## src/rtl/goose_hit_manager.sv

```systemverilog
// rtl/goose_hit_manager.sv - per-frame goose/obstacle collision manager
// Accumulates pixel overlaps per frame and sequences hit-stop, invulnerability, lives and game-over.
module goose_hit_manager #(
  parameter int N_OBST         = 3,
  parameter int LIVES          = 3,
  parameter int HITSTOP_FRAMES = 30,
  parameter int INVULN_FRAMES  = 60
) (
  input  logic              clk,
  input  logic              reset,
  input  logic              frame_tick,
  input  logic              restart,
  input  logic              goose,
  input  logic [N_OBST-1:0] bean,
  output logic              hit,
  output logic [N_OBST-1:0] hit_id,
  output logic              freeze,
  output logic              invuln,
  output logic [3:0]        lives,
  output logic              game_over
);

  typedef enum logic [1:0] {RUN, HITSTOP, INVULN, OVER} state_t;

  state_t            state, state_n;
  logic [N_OBST-1:0] ovl, ovl_n, ev, hit_id_n;
  logic [7:0]        fcnt, fcnt_n;
  logic [3:0]        lives_n;
  logic              hit_n;

  // This cycle's pixel counts toward the frame even when it is the tick cycle.
  assign ev = ovl | ({N_OBST{goose}} & bean);

  always_ff @(posedge clk or posedge reset) begin
    if (reset) begin
      state     <= RUN;
      ovl       <= '0;
      fcnt      <= '0;
      lives     <= 4'(LIVES);
      hit       <= 1'b0;
      hit_id    <= '0;
      freeze    <= 1'b0;
      invuln    <= 1'b0;
      game_over <= 1'b0;
    end else begin
      state     <= state_n;
      ovl       <= ovl_n;
      fcnt      <= fcnt_n;
      lives     <= lives_n;
      hit       <= hit_n;
      hit_id    <= hit_id_n;
      freeze    <= (state_n == HITSTOP) || (state_n == OVER);
      invuln    <= (state_n == INVULN);
      game_over <= (state_n == OVER);
    end
  end

  always_comb begin
    state_n  = state;
    ovl_n    = frame_tick ? '0 : ev;
    fcnt_n   = fcnt;
    lives_n  = lives;
    hit_n    = 1'b0;
    hit_id_n = hit_id;
    if (restart) begin
      state_n  = RUN;
      ovl_n    = '0;
      fcnt_n   = '0;
      lives_n  = 4'(LIVES);
      hit_id_n = '0;
    end else if (frame_tick) begin
      case (state)
        RUN: begin
          if (ev != '0) begin
            hit_n    = 1'b1;
            hit_id_n = ev;
            lives_n  = lives - 4'd1;
            if (lives == 4'd1) begin
              state_n = OVER;
            end else begin
              state_n = HITSTOP;
              fcnt_n  = 8'(HITSTOP_FRAMES);
            end
          end
        end
        HITSTOP: begin
          fcnt_n = fcnt - 8'd1;
          if (fcnt == 8'd1) begin
            state_n = INVULN;
            fcnt_n  = 8'(INVULN_FRAMES);
          end
        end
        INVULN: begin
          fcnt_n = fcnt - 8'd1;
          if (fcnt == 8'd1) state_n = RUN;
        end
        default: ;
      endcase
    end
  end

endmodule

```

## config.mk

```make
export PLATFORM = sky130hd
export DESIGN_NAME = goose_hit_manager
export DESIGN_NICKNAME = d
export VERILOG_FILES = /design/src/rtl/goose_hit_manager.sv
export SDC_FILE = /design/constraint.sdc
export NUM_CORES = 1
export LEC_CHECK = 0
export CORE_UTILIZATION = 55
export DETAILED_ROUTE_END_ITERATION = 10
export DONT_BUFFER_PORTS = 1
export PLACE_DENSITY = 0.7
export SETUP_SLACK_MARGIN = 0.1
export SLEW_MARGIN = 20
export SYNTH_ARGS = -nofsm -noshare
export SYNTH_HDL_FRONTEND = slang
export SYNTH_SLANG_ARGS = --single-unit
```

## constraint.sdc

```tcl
create_clock -name clk -period 2.8 [get_ports clk]
set_input_delay 0.56 -clock clk [delete_from_list [all_inputs] [get_ports clk]]
set_output_delay 0.56 -clock clk [all_outputs]
set_load 0.05 [all_outputs]
```

==> impl_metrics.ini <==
[die]
start_util = 0.595
die_h_um = 51.4
row_count = 17
design.core.area_um2 = 2250
die_x_um = 51.4
io_pins = 19
dieArea_um2 = 2640

[final_layout]
multi_input_area_um2 = 698
drive_gt1_frac = 0.115
areaGrowthSynthToFinish_pct = 2.89
antenna_cells = 0
fin_nets = 156
final_cell_area_um2 = 1380
post-route-util = 0.612
fillers = 194
fin_cells = 167
seqCellArea_um2 = 578

[global_routing]
grt_max_degree = 24
grt_usage = 0.230
antenna_found_initial = 0
grt_pass1_vias = 990
grt_pass1_wl_um = 4400
grt_remaining_overflow = 0

[timing]
period_share = 0.802
rsz0062_at_grt = no
fin_crit_ns = 2.25
setup_tns_ns = 0
fmax_mhz = 445
slew_violations = 0
hold_viol_final = 0
worst_hold_slack_ns = 0.277
worst_clock_skew_ns = 0.000765
slew_headroom = 0.434
setup_violations = 0
worst_pin_slew_ns = 0.848

[pwr]
peakVddDrop_mv = 0.351
p_sw_uw = 267
netSwitchingFraction = 0.356
power_density_nw_per_um2 = 543
p_leak_nw = 0.635
intPower_uw = 482
pwr-share-clk = 0.211
comb_power_share = 0.231
pwr-share-seq = 0.558

[yosys]
synthArstFlopShare = 1.00
ys_seq_elements = 23
syn_area_um2 = 1340
synth_flop_cell = dfrtp_1
yosysWarningCount = 0
syn_area_per_cell_um2 = 9.65
ys_seq_area_frac = 0.431
syn_nets = 155
synth_edf_count = 0
synth_cell_types = 42
synthCells = 139

[critical_path]
crit_arrival_ns = 2.50
crit_type = flip-flop to flip-flop
start_kind = flip-flop
cp.required_ns = 3.05
critPathMaxFanout = 10
end_kind = flip-flop

[cts]
cts_root_buf = clkbuf_4
cts_setup_buffers = 0
clk_pin_slew_ns = 0.13
cts_sinks = 23
worstSkewPairLatency_ns = 0.32
clock_path_buffers = 2
cts_resized = 0
ctsHoldBuffers = 0
cts_tree = yes
cts_buffers = 3
htreeDepth = 1

[drt]
totalWireLength_um = 2670
detailroute.via_count = 1053
viasPerCell = 6.31
drt_iter0_drc = 14
ant_nets = 0
avgRoutedWirePerCell_um = 16.0
drtPass1Iterations = 4
drc = 0

[status]
status = finished clean

[placed_design]
placed_cells = 163
dpl.hpwl_um = 1970
io_buffers = 0
place_area_um2 = 1350
place.gp.congestion = 0.859

[hold_path]
hold_class = input port to async pin

[job]
cap_violations = 0
==> worst paths after layout <==
check | start | end | slack, ns | cells after the start
setup reg to reg | state[0]$_DFF_PP0_ | fcnt[2]$_DFFE_PP0P_ | 0.55 | 6
max in group asynchronous | reset | state[1]$_DFF_PP0_ | 2.00 | 1
hold reg to reg | fcnt[7]$_DFFE_PP0P_ | fcnt[7]$_DFFE_PP0P_ | 0.56 | 1
min in group clk | restart | fcnt[1]$_DFFE_PP0P_ | 0.28 | 1
hold / removal | reset | lives[2]$_DFFE_PP0P_ | 0.28 | 1
setup / recovery | state[0]$_DFF_PP0_ | fcnt[2]$_DFFE_PP0P_ | 0.55 | 6
==> layout by cell type (no fill, tap or decap), drive strengths merged, types with 2 or more instances in the layout <==
master / instances
o211a: 3
or3: 3
nor4: 2
o21ai: 3
a22o: 3
or4: 2
nand2: 13
o311ai: 2
a31oi: 2
nor3: 5
or2: 3
dfrtp: 21
xnor2: 2
o22ai: 2
nor2: 14
a211oi: 6
nand3: 3
inv: 11
dfstp: 2
a21oi: 7
clkbuf: 3
o211ai: 4
o2bb2ai: 2
nor2b: 2
ha: 8
==> metal layers <==
layer	track usage	wire [um]
met5	0	0
met4	0.122	51
met3	0.0387	86
met2	0.370	1260
met1	0.293	1280
==> flip-flops by register name (all words and copies together) (netlist names) <==
register	flops
state	2
game_over	1
lives	4
hit	1
ovl	3
fcnt	8
invuln	1
hit_id	3
==> critical path, stage by stage, from the launching register on <==
cell and delay [ns]:
dfrtp_1 0.70, inv_1 0.16, ha_1 0.32, o211a_1 0.31
a22oi_2 0.35, o21ai_0 0.16, a21oi_1 0.17
==> final cells by class <==
| type | instances | share of cell area |
|---|---|---|
| Clock buffer | 3 | 0.0163 |
| Clock inverter | 1 | 0.00363 |
| Multi-Input combinational cell | 101 | 0.506 |
| Sequential cell | 23 | 0.419 |
| Inverter | 11 | 0.0299 |
| Tap cell | 28 | 0.0254 |
==> cells in the mapped netlist (3+ instances only) <==
| library cell | n | area share |
|---|---|---|
| dfrtp_1 | 21 | 0.39 |
| nor2_1 | 14 | 0.039 |
| nor3_1 | 5 | 0.019 |
| o21ai_0 | 3 | 0.011 |
| o211a_1 | 3 | 0.022 |
| a21oi_1 | 7 | 0.026 |
| a211oi_1 | 5 | 0.028 |
| inv_1 | 11 | 0.031 |
| o211ai_1 | 4 | 0.022 |
| nand3_1 | 3 | 0.011 |
| nand2_1 | 13 | 0.036 |
| ha_1 | 8 | 0.075 |
==> kinds of logic (layout without fill, tap and decap cells) <==
kind of cell | after synthesis | count (layout) | share of synthesized area
buf+inv | 15 | 15 | 0.0485
xor+xnor | 3 | 3 | 0.0196
fa+ha+maj | 8 | 8 | 0.0746
flops | 23 | 23 | 0.431
simple gates | 51 | 51 | 0.198
compound gates | 39 | 39 | 0.229
==> power by group through the flow <==
stage / clock network [mW] / logic [mW] / registers [mW]
6_report: 0.158 / 0.173 / 0.418
5_1_grt: 0.175 / 0.193 / 0.422
4_1_cts: 0.165 / 0.174 / 0.418
3_5_place_dp: 0 / 0.173 / 0.424
3_3_place_gp: 0 / 0.168 / 0.424
2_1_floorplan: 0 / 0.149 / 0.419
==> through the flow <==
stage / setup WS (ns) / total power [mW]
CTS: 0.523 / 0.756
global route: 0.409 / 0.790
global placement: 0.637 / 0.591
finish: 0.554 / 0.749
detailed placement: 0.552 / 0.597
floorplan: 0.729 / 0.568
No activity file was read; power rests on OpenSTA's default activity.
